--- config.mk ---
export PLATFORM = sky130hd
export DESIGN_NAME = serial_subtractor_flat
export DESIGN_NICKNAME = d
export VERILOG_FILES = /design/src/rtl/serial_pkg.sv /design/src/rtl/serial_subtractor_if.sv /design/src/rtl/fullsubtractor.sv /design/src/rtl/serial_subtractor.sv /design/src/flat_wrapper.sv
export SDC_FILE = /design/constraint.sdc
export NUM_CORES = 1
export LEC_CHECK = 0
export ABC_AREA = 1
export BUFFER_PORTS_ARGS = -buffer_cell sky130_fd_sc_hd__clkbuf_2
export CAP_MARGIN = 10
export CORE_MARGIN = 3
export CORE_UTILIZATION = 50
export CTS_BUF_LIST = sky130_fd_sc_hd__clkbuf_4
export CTS_CLUSTER_DIAMETER = 30
export CTS_CLUSTER_SIZE = 14
export DETAILED_ROUTE_END_ITERATION = 10
export HOLD_SLACK_MARGIN = 0.06
export PLACE_DENSITY = 0.76
export SLEW_MARGIN = 20
export SYNTH_ARGS = -nofsm -noshare
export SYNTH_HDL_FRONTEND = slang
export SYNTH_SLANG_ARGS = --single-unit
--- constraint.sdc ---
create_clock -name clk -period 1.2 [get_ports clk]
set_clock_uncertainty 0.05 [all_clocks]
set_input_delay 0.18 -clock clk [delete_from_list [all_inputs] [get_ports clk]]
set_output_delay 0.18 -clock clk [all_outputs]
set_load 0.01 [all_outputs]
--- src/rtl/serial_pkg.sv ---
// Shared definitions for the bit-serial arithmetic blocks.
// The serial adder reuses the state enum defined here.
package serial_pkg;

  typedef enum logic [1:0] {
    IDLE = 2'd0,
    BUSY = 2'd1,
    DONE = 2'd2
  } serial_state_t;

endpackage

--- src/rtl/serial_subtractor_if.sv ---
// Valid/ready operand and result channels of the serial subtractor.
interface serial_subtractor_if #(
  parameter int unsigned WIDTH = 4
);
  logic             in_valid;
  logic             in_ready;
  logic [WIDTH-1:0] a;
  logic [WIDTH-1:0] b;
  logic             out_valid;
  logic             out_ready;
  logic [WIDTH-1:0] diff;
  logic             bout;

  modport master (
    output in_valid, a, b, out_ready,
    input  in_ready, out_valid, diff, bout
  );

  modport slave (
    input  in_valid, a, b, out_ready,
    output in_ready, out_valid, diff, bout
  );
endinterface

--- src/rtl/fullsubtractor.sv ---
// One-bit full subtractor cell: diff = a - b - bin, bout is the borrow out.
module fullsubtractor (
  input  logic a,
  input  logic b,
  input  logic bin,
  output logic diff,
  output logic bout
);
  assign diff = a ^ b ^ bin;
  assign bout = (~a & b) | (~(a ^ b) & bin);
endmodule

--- src/rtl/serial_subtractor.sv ---
// Bit-serial unsigned subtractor: a - b, LSB first, one cell and a borrow flop.
// Handshake flags are flops that mirror the state, so no input reaches them combinationally.
import serial_pkg::*;

module serial_subtractor #(
  parameter int unsigned WIDTH = 4
) (
  input  logic                clk,
  input  logic                rst_n,
  serial_subtractor_if.slave  bus
);
  localparam int unsigned     CW   = $clog2(WIDTH + 1);
  localparam logic [CW-1:0]   LAST = CW'(WIDTH - 1);

  serial_state_t    state;
  serial_state_t    state_next;
  logic [WIDTH-1:0] a_sh;
  logic [WIDTH-1:0] b_sh;
  logic [WIDTH-1:0] res_sh;
  logic [WIDTH-1:0] res_next;
  logic [CW-1:0]    cnt;
  logic             borrow;
  logic             cell_d;
  logic             cell_br;
  logic             accept;
  logic             last_bit;
  logic             in_ready_q;
  logic             out_valid_q;
  logic [WIDTH-1:0] diff_q;
  logic             bout_q;

  fullsubtractor u_cell (
    .a    (a_sh[0]),
    .b    (b_sh[0]),
    .bin  (borrow),
    .diff (cell_d),
    .bout (cell_br)
  );

  // New difference bit enters at the MSB; after WIDTH shifts bit 0 sits at the LSB.
  assign res_next = WIDTH'({cell_d, res_sh} >> 1);
  assign accept   = (state == IDLE) && bus.in_valid;
  assign last_bit = (state == BUSY) && (cnt == LAST);

  always_ff @(posedge clk or negedge rst_n) begin
    if (!rst_n) state <= IDLE;
    else        state <= state_next;
  end

  always_comb begin
    state_next = state;
    case (state)
      IDLE:    if (bus.in_valid)  state_next = BUSY;
      BUSY:    if (cnt == LAST)   state_next = DONE;
      DONE:    if (bus.out_ready) state_next = IDLE;
      default:                    state_next = IDLE;
    endcase
  end

  always_ff @(posedge clk or negedge rst_n) begin
    if (!rst_n) begin
      in_ready_q  <= 1'b1;
      out_valid_q <= 1'b0;
    end else begin
      in_ready_q  <= (state_next == IDLE);
      out_valid_q <= (state_next == DONE);
    end
  end

  // Operand/result shifters, bit counter, borrow flop and held result.
  always_ff @(posedge clk or negedge rst_n) begin
    if (!rst_n) begin
      a_sh   <= '0;
      b_sh   <= '0;
      res_sh <= '0;
      cnt    <= '0;
      borrow <= 1'b0;
      diff_q <= '0;
      bout_q <= 1'b0;
    end else if (accept) begin
      a_sh   <= bus.a;
      b_sh   <= bus.b;
      res_sh <= '0;
      cnt    <= '0;
      borrow <= 1'b0;
    end else if (state == BUSY) begin
      a_sh   <= a_sh >> 1;
      b_sh   <= b_sh >> 1;
      res_sh <= res_next;
      cnt    <= cnt + CW'(1);
      borrow <= cell_br;
      if (last_bit) begin
        diff_q <= res_next;
        bout_q <= cell_br;
      end
    end
  end

  assign bus.in_ready  = in_ready_q;
  assign bus.out_valid = out_valid_q;
  assign bus.diff      = diff_q;
  assign bus.bout      = bout_q;

endmodule

--- src/flat_wrapper.sv ---
// flat-port wrapper written by rule: the top's interface ports become plain ports
module serial_subtractor_flat 
#(
  parameter int unsigned WIDTH = 4
)
  (clk, rst_n, bus_in_valid, bus_a, bus_b, bus_out_ready, bus_in_ready, bus_out_valid, bus_diff, bus_bout);
  serial_subtractor_if #(.WIDTH(WIDTH)) bus_i ();
  input  logic clk;
  input  logic rst_n;
  input wire logic [$bits(bus_i.in_valid)-1:0] bus_in_valid;
  input wire logic [$bits(bus_i.a)-1:0] bus_a;
  input wire logic [$bits(bus_i.b)-1:0] bus_b;
  input wire logic [$bits(bus_i.out_ready)-1:0] bus_out_ready;
  output wire logic [$bits(bus_i.in_ready)-1:0] bus_in_ready;
  output wire logic [$bits(bus_i.out_valid)-1:0] bus_out_valid;
  output wire logic [$bits(bus_i.diff)-1:0] bus_diff;
  output wire logic [$bits(bus_i.bout)-1:0] bus_bout;
  assign bus_i.in_valid = bus_in_valid;
  assign bus_i.a = bus_a;
  assign bus_i.b = bus_b;
  assign bus_i.out_ready = bus_out_ready;
  assign bus_in_ready = bus_i.in_ready;
  assign bus_out_valid = bus_i.out_valid;
  assign bus_diff = bus_i.diff;
  assign bus_bout = bus_i.bout;
  serial_subtractor #(.WIDTH(WIDTH)) u_core (.clk(clk), .rst_n(rst_n), .bus(bus_i));
endmodule
==> results of run 1 <==
==> sequential cells by signal, indices dropped and copies added, names as in the netlist <==
name and count:
u_core.a_sh 4, u_core.b_sh 4, u_core.bus.diff 4, u_core.cnt 3, u_core.res_sh 3, u_core.state 2, u_core.borrow 1, u_core.bus.bout 1
u_core.bus.in_ready 1, u_core.bus.out_valid 1
==> routing by layer <==
metal | global-route usage, % | wire length, um
met1 | 21.7 | 886
met2 | 32.8 | 1030
met3 | 3.15 | 108
met4 | 10.0 | 34
met5 | 0 | 0
==> critical path, stage by stage (launching register included) <==
cell and delay [ns]:
dfrtp_1 0.39, inv_2 0.05, fa_1 0.55, inv_1 0.05
nand2_1 0.05, nand2_1 0.05
==> logic make-up after synthesis <==
kind of cell | count (synthesis)
AND/OR/NAND/NOR | 71
flip-flops | 24
buffers and inverters | 10
AO/OA/AOI/OAI | 6
adder cells (fa/ha/maj) | 3
==> layout by cell type (no fill, tap or decap), drive strengths merged <==
cell type / netlist / layout
a21boi: 1 / 1
nand2: 38 / 38
buf: 4 / 13
nor2: 6 / 6
inv: 6 / 6
dfstp: 1 / 1
o21ai: 5 / 5
ha: 2 / 2
fa: 1 / 1
clkbuf: 0 / 20
dlygate4sd3: 0 / 6
nand3: 27 / 27
dfrtp: 23 / 23
clkinv: 0 / 1
==> power by group through the flow <==
| stage | logic [mW] | clock network, mW | registers (mW) |
|---|---|---|---|
| after floorplan | 0.774 | 0 | 1.38 |
| after global placement | 1.22 | 0 | 1.34 |
| after detailed placement | 1.28 | 0 | 1.36 |
| after CTS | 1.44 | 0.366 | 1.35 |
| after global routing | 1.77 | 0.395 | 1.41 |
| final | 1.55 | 0.351 | 1.37 |
==> per-stage QoR <==
stage / setup TNS [ns] / total power, mW / worst slack [ns] / hold WS (ns) / utilization, %
2_1_floorplan: 0 / 2.15 / 0.000284 / -0.166 / -
3_3_place_gp: -0.0532 / 2.56 / -0.0137 / 0.150 / 64.9
3_5_place_dp: -0.275 / 2.64 / -0.0501 / 0.151 / 64.9
4_1_cts: -0.190 / 3.16 / -0.0579 / 0.0608 / 72.4
5_1_grt: -0.973 / 3.58 / -0.159 / 0.0685 / 74.6
6_report: -0.292 / 3.28 / -0.0765 / 0.0663 / 74.6
==> area by class of cell <==
| cell class | count | area [um^2] | area share, % |
|---|---|---|---|
| Timing Repair Buffer | 36 | 263 | 19.2 |
| Clock buffer | 3 | 22.5 | 1.64 |
| Tap cell | 25 | 31.3 | 2.28 |
| Sequential cell | 24 | 603 | 44.0 |
| Inverter | 6 | 25.0 | 1.82 |
| Multi-Input combinational cell | 80 | 423 | 30.8 |
| Clock inverter | 1 | 3.75 | 0.274 |
==> timing repair <==
| item | 4_1_cts | 5_1_grt |
|---|---|---|
| hold buffers | 6 | 0 |
| gates resized for setup | 6 | 9 |
| hold endpoints to repair | 30 | 0 |
| endpoints found under the setup margin | 9 | 14 |
| setup buffers | 3 | 2 |
| pin swaps | 3 | 3 |
==> path summary, 6_finish.rpt <==
kind                               startpoint                    to  slack (ns)  cells past startpoint
min reg2reg                u_core.bus.diff[3]    u_core.bus.diff[3]        0.44                      2
min                                  bus_a[2]        u_core.a_sh[2]        0.07                      3
max reg2reg                    u_core.a_sh[0]    u_core.bus.diff[3]       -0.08                      5
min in group asynchronous               rst_n  u_core.bus.out_valid        0.33                      2
max                            u_core.a_sh[0]    u_core.bus.diff[3]       -0.08                      5
max in group asynchronous               rst_n       u_core.state[1]        0.35                      2
==> metrics.txt, run 1 <==
HP Class primary input to flip-flop; Die W 51.5 um; Die Area about 2700 um^2; initial antenna violation count 0; GR Overflow Total 0; CTS tree done; gr usage total 18.7%; fin cells ~180; largest family of logic cells by synthesized area simple AND/OR/NAND/NOR gates; Tmin final 1.28 ns; slew margin rel. between 60% and 70%; drt first pass iters 4; Final Slew Violations 0; critical path start-end classification flip-flop to flip-flop; Post-Syn Area roughly 1000 um^2; simple-gate share of the synthesized area around 30%; Final Hold Vio Count 0; drt wl/cell around 12 um; Combinational Power Share between 40% and 50%; Synth Area in Compound Gates 3.14%; Max Cap Viol 0; Initial Utilization between 50% and 60%; H-tree Lvls 1; vias between 900 and 1000; CP startpoint kind flip-flop; Int Power between 2 and 2.5 mW; Cells after DPL 160; Final GP Congestion 0.737; Sw Share 38.9%; Async SR Flop Fraction 100%; clock latency on the worst-skew pair a little over 0.3 ns; most common cell in the netlist nand2_1; Primary FF master, synth dfrtp_1; failing checks setup timing; Worst-path clk slew 0.12 ns; IO Pins 19; Static Leak 0.720 nW; Crit path required time about 1.4 ns; Die H 51.5 um; NumNets Final 166; switching power of the nets about 1.3 mW; vias per inst 5.15; flops & latches, synth 24; status finished, violations left; fin area roughly 1400 um^2; dpl cell area 1190 um^2; ranking of synthesized cells by area dfrtp_1 (56%), nand2_1 (13%), nand3_1 (13%), dfstp_2 (2.5%), ha_1 (2.4%); Layout fillers roughly 140; adder-cell share of the synthesized area 4.35%; vias in the first global route between 900 and 1000; standard-cell rows 15; share of cells above drive strength 1 30.7%; clock share of power about a tenth; part of the power in registers approximately two fifths; TritonCTS buffer count 3; mux share of post-synthesis cell area 0%; Detailed Place HPWL around 1300 um; Setup crit end kind flip-flop; n_diodes 0; Slew @ Worst Pin around 0.59 ns; Post-synth top cells nand2_1 (37), nand3_1 (27), dfrtp_1 (23); largest net degree at the start of global routing 25; Port Buf Inserts 18; Seq/Total Area, Yosys 58.1%; pwr dens 2390 nW/um^2; RSZ-0062 raised after global routing true; Detailed Route Iter0 Violations 5; Cells after Synth about 110; post-route clock period utilization 106%; worst vdd ir 0.00141 V; Mapped Nets 129; Avg Cell Area, Syn between 9 and 10 um^2; final setup fails 6; clock buffer depth 2; Clock Tree Root clkbuf_4; maximum clock rate 783 MHz; Worst Path Arrival 1.44 ns; Detailed Route WL 2050 um; EDFF count, synth 0; Yosys top cell area share between 50% and 60%; residual DRC count 0; Final WS setup -0.0765 ns; core area 1840 um^2; Netlist cell types 16; CTS Sinks 24; first-pass GRT wire length about 3700 um; crit-path max FO 2; Ys Warns 0; area leader, netlist dfrtp_1; P&R area growth vs syn 32.4%; ANT nets after route 0; Synth Area in XOR/XNOR 0%
No activity file was read; power rests on OpenSTA's default activity.
==> inputs of run 2 (changes only) <==
--- a/config.mk
+++ b/config.mk
@@ -16,7 +16,8 @@
 export DETAILED_ROUTE_END_ITERATION = 10
 export HOLD_SLACK_MARGIN = 0.06
 export PLACE_DENSITY = 0.76
-export SLEW_MARGIN = 20
+export REMOVE_ABC_BUFFERS = 1
 export SYNTH_ARGS = -nofsm -noshare
 export SYNTH_HDL_FRONTEND = slang
 export SYNTH_SLANG_ARGS = --single-unit
+export TNS_END_PERCENT = 1
==> run 2 against run 1 <==
Clock power up 11%; critical endpoint unchanged; non-clock buffer count up 1; the run still ends with setup timing left; highest routed layer unchanged; combinational power up 4%; via count down 1.0%; global-route usage down 1.5 points; worst hold slack worse by 0.0063 ns; critical path depth unchanged; fmax down 1.6%; routed wire length up 0.54%; count of clock-buffer cells in the layout up 1.
==> metrics.txt, run 2 (synthesis results as in run 1) <==
residual DRC count 0 (unchanged); Slew @ Worst Pin 0.295 ns (-0.291 ns); crit-path max FO 2 (unchanged); share of cells above drive strength 1 35.1% (+4.4 points); Worst Path Arrival 1.47 ns (+0.03 ns); FF-to-FF Start u_core.a_sh[0]; post-route clock period utilization 108% (+1.8 points); Die Area 2650 um^2 (unchanged); Die W 51.5 um (unchanged); clock latency on the worst-skew pair 0.32 ns (about the same); Port Buf Inserts 18 (unchanged); CTS Sinks 24 (unchanged); HP Class primary input to flip-flop; Die H 51.5 um (unchanged); GR Overflow Total 0 (unchanged); H-tree Lvls 1 (unchanged); status finished, violations left; P&R area growth vs syn 36.1%; most frequent cells in the layout nand2_1 (30), nand3_1 (27), dfrtp_1 (22); Final Hold Vio Count 0 (unchanged); Detailed Route Iter0 Violations 13 (+8); Static Leak 0.731 nW (+1.6%); Clock Tree Root clkbuf_4; slew margin rel. 80.3% (+19 points); n_diodes 0 (unchanged); drt first pass iters 4 (unchanged); pwr dens 2410 nW/um^2 (+0.84%); worst vdd ir 0.00185 V (+31%); ANT nets after route 0 (unchanged); CP peak stage delay 0.56 ns (about the same); failing checks setup timing; Max Cap Viol 0 (unchanged); TNS Setup -0.476 ns (-0.184 ns); Worst setup startpoint u_core.a_sh[0]; standard-cell rows 15 (unchanged); CP startpoint kind flip-flop; vias per inst 5.07 (-1.6%); met2 wire length 993 um (-3.1%); RR Endpoint u_core.bus.diff[3]; critical path start-end classification flip-flop to flip-flop; Final GP Congestion 0.716 (-2.8%); Final WS setup -0.0978 ns (-0.0213 ns); worst reg-to-reg setup slack -0.1 ns (-0.02 ns); RSZ-0062 raised after global routing true; Hold Path End u_core.a_sh[1]; Met1 Wirelength 906 um (+2.3%); gr usage total 17.2% (-1.5 points); Tmin final 1.30 ns (+0.0213 ns); fin area 1410 um^2 (+2.8%); commonest non-fill, non-tap cell in the layout nand2_1; largest net degree at the start of global routing 25 (unchanged); Crit path required time 1.37 ns (about the same); Worst path most repeated cell nand2_1; Detailed Place HPWL 1380 um (+3.9%); drt wl/cell 11.7 um (about the same); clock buffer depth 2 (unchanged); DR top layer met4; CTS tree done; first-pass GRT wire length 3320 um (-11%); Worst-path clk slew 0.13 ns (about the same); WHS Path Cells 3 (unchanged); core area 1840 um^2 (unchanged); TritonCTS buffer count 3 (unchanged); vias in the first global route 796 (-12%); initial antenna violation count 0 (unchanged); Layout fillers 147 (+3.5%); DP Worst Slack -0.180 ns (-0.130 ns); worst path cell trace inv_2 > fa_1 > inv_1 > nand2_1 > nand2_1; NumNets Final 167 (+0.60%); R2R cell count 5 (unchanged); hold path start bus_a[1]; Setup crit end kind flip-flop; Initial Utilization 56.3% (unchanged); met3 routed WL 140 um (+30%); Fin Hold WS 0.0601 ns (-0.00627 ns); vias 893 (-1.0%); IO Pins 19 (unchanged); maximum clock rate 771 MHz (-1.6%); dpl cell area 1220 um^2 (+2.1%); Final Slew Violations 0 (unchanged); Crit-path slowest cell fa_1; Detailed Route WL 2070 um (+0.54%); final setup fails 8 (+2)
run 2: changes by cell type in the layout (fill, tap and decap cells not counted), sizes merged:
| cell | before | now |
|---|---|---|
| clkbuf | 20 | 21 |
| clkinv | 1 | 0 |
| buf | 13 | 14 |
run 2: critical path: cells and delay by family, from the launching register on:
kind	cells	cell delay, ns
fa+ha+maj	1	0.56
simple gates	2	0.10
flops	1	0.39
buf+inv	2	0.10
run 2: what timing repair did:
item	CTS	global route
pin swaps	6	6
setup endpoints to repair	11	25
setup buffers	1	2
hold buffers	6	0
hold endpoints to repair	31	0
gates resized for setup	12	14
run 2: power breakdown:
part	leakage, nW	switching [mW]	internal [mW]
clock network	0.0184	0.236	0.153
logic	0.405	0.818	0.792
registers	0.307	0.249	1.15
run 2: per-layer routing:
layer | global-route usage, % | vias to the layer above
met2 | 29.2 | 31
met3 | 6.02 | 5
met4 | 5.24 | 0
li1 | - | 446
met5 | 0 | -
met1 | 20.5 | 411
run 2: worst max-delay path by stage:
| stage | endpoint | slack (ns) | cells past startpoint |
|---|---|---|---|
| floorplan | u_core.bus.out_valid | -0.07 | 6 |
| global placement | u_core.state[1] | -0.1 | 6 |
| detailed placement | u_core.state[1] | -0.18 | 6 |
| CTS | u_core.bus.diff[0] | -0.07 | 7 |
| global route | u_core.bus.diff[3] | -0.17 | 5 |
| finish | u_core.bus.diff[3] | -0.1 | 5 |
run 2: through the flow:
stage | std cells | utilization (%) | total power, mW
2_1_floorplan | 110 | - | 2.07
3_3_place_gp | 163 | 66.3 | 2.61
3_5_place_dp | 163 | 66.3 | 2.68
4_1_cts | 174 | 73.7 | 3.20
5_1_grt | 176 | 76.7 | 3.69
6_report | 176 | 76.7 | 3.40
run 2: cell type report:
class	instances	area, um^2	share of cell area [%]
flip-flops and latches	24	603	42.8
multi-input cells	80	447	31.7
repair buffers	37	274	19.4
well taps	25	31.3	2.22
clock buffers	4	30.0	2.13
inverters	6	25.0	1.77
==> inputs of run 3 (changes only) <==
--- a/config.mk
+++ b/config.mk
@@ -8,7 +8,7 @@
 export ABC_AREA = 1
 export BUFFER_PORTS_ARGS = -buffer_cell sky130_fd_sc_hd__clkbuf_2
 export CAP_MARGIN = 10
-export CORE_MARGIN = 3
+export CORE_MARGIN = 1.5
 export CORE_UTILIZATION = 50
 export CTS_BUF_LIST = sky130_fd_sc_hd__clkbuf_4
 export CTS_CLUSTER_DIAMETER = 30
@@ -16,6 +16,7 @@
 export DETAILED_ROUTE_END_ITERATION = 10
 export HOLD_SLACK_MARGIN = 0.06
 export PLACE_DENSITY = 0.76
+export RECOVER_POWER = 100
 export REMOVE_ABC_BUFFERS = 1
 export SYNTH_ARGS = -nofsm -noshare
 export SYNTH_HDL_FRONTEND = slang
==> run 3 against run 2 <==
The run still ends with setup timing left; final cell count is 2.3% lower; first-iteration DRC count fell by 62%; non-clock buffer count shrank 6; via count shrank 4.6%; worst setup slack improved by 0.011 ns; register-to-register slack about the same; global-route usage grew 1.4 points; fmax grew 0.86%; core utilization fell by 8.7 points; critical path depth shrank 1; routed wire length increased by 2.4%; critical endpoint unchanged; highest routed layer unchanged.
==> metrics.txt, run 3 (synthesis results as in run 1) <==
status finished, violations left; failing checks setup timing; residual DRC count 0 (unchanged); initial antenna violation count 0 (unchanged); most frequent cells in the layout nand2_1 (35), nand3_1 (27), dfrtp_1 (22); dpl cell area 1210 um^2 (-0.41%); H-tree Lvls 1 (unchanged); Die Area 2350 um^2 (-11%); Worst Path Arrival 1.46 ns (about the same); Cells after DPL 164 (+0.61%); CP startpoint kind flip-flop; CTS tree done; Setup crit end kind flip-flop; Tmin final 1.29 ns (-0.0111 ns); maximum clock rate 777 MHz (+0.86%); CTS Sinks 24 (unchanged); final setup fails 6 (-2); Initial Utilization 52.8% (-3.5 points); TritonCTS buffer count 3 (unchanged); Die W 48.5 um (-5.8%); slew margin rel. 61.3% (-19 points); pwr dens 2410 nW/um^2 (+0.23%); DP Worst Slack -0.165 ns (+0.0148 ns); drt wl/cell 12.3 um (+4.8%); Worst-path clk slew 0.12 ns (about the same); Post-CTS Setup Bufs 0 (-1); core area 1960 um^2 (+6.7%); GRT busiest layer met2; Layout fillers 172 (+17%); standard-cell rows 16 (+1); n_diodes 0 (unchanged); Final Hold Vio Count 0 (unchanged); post-route clock period utilization 107% (-0.93 points); fin cells 172 (-2.3%); first-pass GRT wire length 3390 um (+2.1%); Slew @ Worst Pin 0.581 ns (+0.286 ns); critical path start-end classification flip-flop to flip-flop; vias 852 (-4.6%); drt first pass iters 2 (-2); IO Pins 19 (unchanged); Die H 48.5 um (-5.8%); Final WS setup -0.0866 ns (+0.0111 ns); commonest non-fill, non-tap cell in the layout nand2_1; multi-input logic area 427 um^2 (-4.5%); share of cells above drive strength 1 26.9% (-8.2 points); vias in the first global route 790 (-0.75%); GR Overflow Total 0 (unchanged); Final Slew Violations 0 (unchanged); Static Leak 0.683 nW (-6.6%); met3 usage 2.16% (-3.9 points); Crit path required time 1.37 ns (about the same); Max Cap Viol 0 (unchanged); Final GP Congestion 0.721 (+0.64%); worst vdd ir 0.00157 V (-15%); clock buffer depth 2 (unchanged); crit-path max FO 2 (unchanged); Detailed Route Iter0 Violations 5 (-8); vias per inst 4.95 (-2.4%); ANT nets after route 0 (unchanged); M1 GR Usage 23.7% (+3.2 points); Detailed Route WL 2110 um (+2.4%); Sequential Area 603 um^2 (unchanged); NumNets Final 161 (-3.6%); HP Class primary input to flip-flop; Detailed Place HPWL 1380 um (+0.10%); clock latency on the worst-skew pair 0.31 ns (about the same); met2 Usage GRT 33.6% (+4.3 points); largest net degree at the start of global routing 25 (unchanged); P&R area growth vs syn 28.6%; Port Buf Inserts 18 (unchanged); fin area 1330 um^2 (-5.5%); gr usage total 18.7% (+1.4 points); Clock Tree Root clkbuf_4; RSZ-0062 raised after global routing true
[run 3: cell count changes in the layout (fill, tap and decap cells not counted), moves of 2 or more]
cell           delta
nand2_2           -5
clkbuf_2          -5
dlygate4sd3_1     -2
buf_4             -3
nand2_1           +5
clkbuf_1          +5
[run 3: per-stage QoR]
step / TNS [ns] / utilization [%] / hold slack (ns) / power, mW
floorplan: -0.272 / - / -0.166 / 2.07
global placement: -0.479 / 61.9 / 0.154 / 2.62
detailed placement: -0.842 / 61.9 / 0.159 / 2.68
CTS: -0.278 / 66.9 / 0.0649 / 3.15
global route: -0.728 / 67.9 / 0.0760 / 3.47
finish: -0.312 / 67.9 / 0.0621 / 3.22
[run 3: what timing repair did]
item	4_1_cts	5_1_grt
endpoints found under the setup margin	10	17
hold endpoints to repair	28	0
gates resized for setup	10	8
pin swaps	0	3
hold buffers	4	0
[run 3: path summary, 6_finish.rpt]
check	cells past startpoint	end	startpoint	slack (ns)
min in group asynchronous	2	u_core.bus.diff[2]	rst_n	0.33
hold reg to reg	2	u_core.bus.diff[0]	u_core.res_sh[1]	0.44
setup reg to reg	4	u_core.bus.diff[3]	u_core.borrow	-0.09
setup / recovery	4	u_core.bus.diff[3]	u_core.borrow	-0.09
hold / removal	3	u_core.b_sh[2]	bus_b[2]	0.06
max in group asynchronous	2	u_core.state[1]	rst_n	0.36
[run 3: critical path: stages (launching register included)]
cell	delay (ns)
dfrtp_1	0.43
fa_2	0.58
inv_1	0.04
nand2_1	0.04
nand2_1	0.05
[run 3: layout make-up]
| type | count | area share (%) |
|---|---|---|
| timing repair buffer | 31 | 16.1 |
| clock buffer | 4 | 2.25 |
| inverter | 6 | 1.88 |
| multi-input combinational | 80 | 32.0 |
| sequential | 24 | 45.3 |
| tap | 27 | 2.54 |
[run 3: power breakdown]
part	switching [mW]	internal [mW]	leakage [nW]
clock network	0.226	0.153	0.0184
registers	0.238	1.15	0.307
logic	0.787	0.667	0.357
[run 3: routing by layer]
| layer | routed length [um] | part of all wire, % |
|---|---|---|
| met1 | 920 | 44 |
| met2 | 1100 | 52 |
| met3 | 77 | 3.6 |
| met4 | 19 | 0.90 |
| met5 | 0 | 0 |
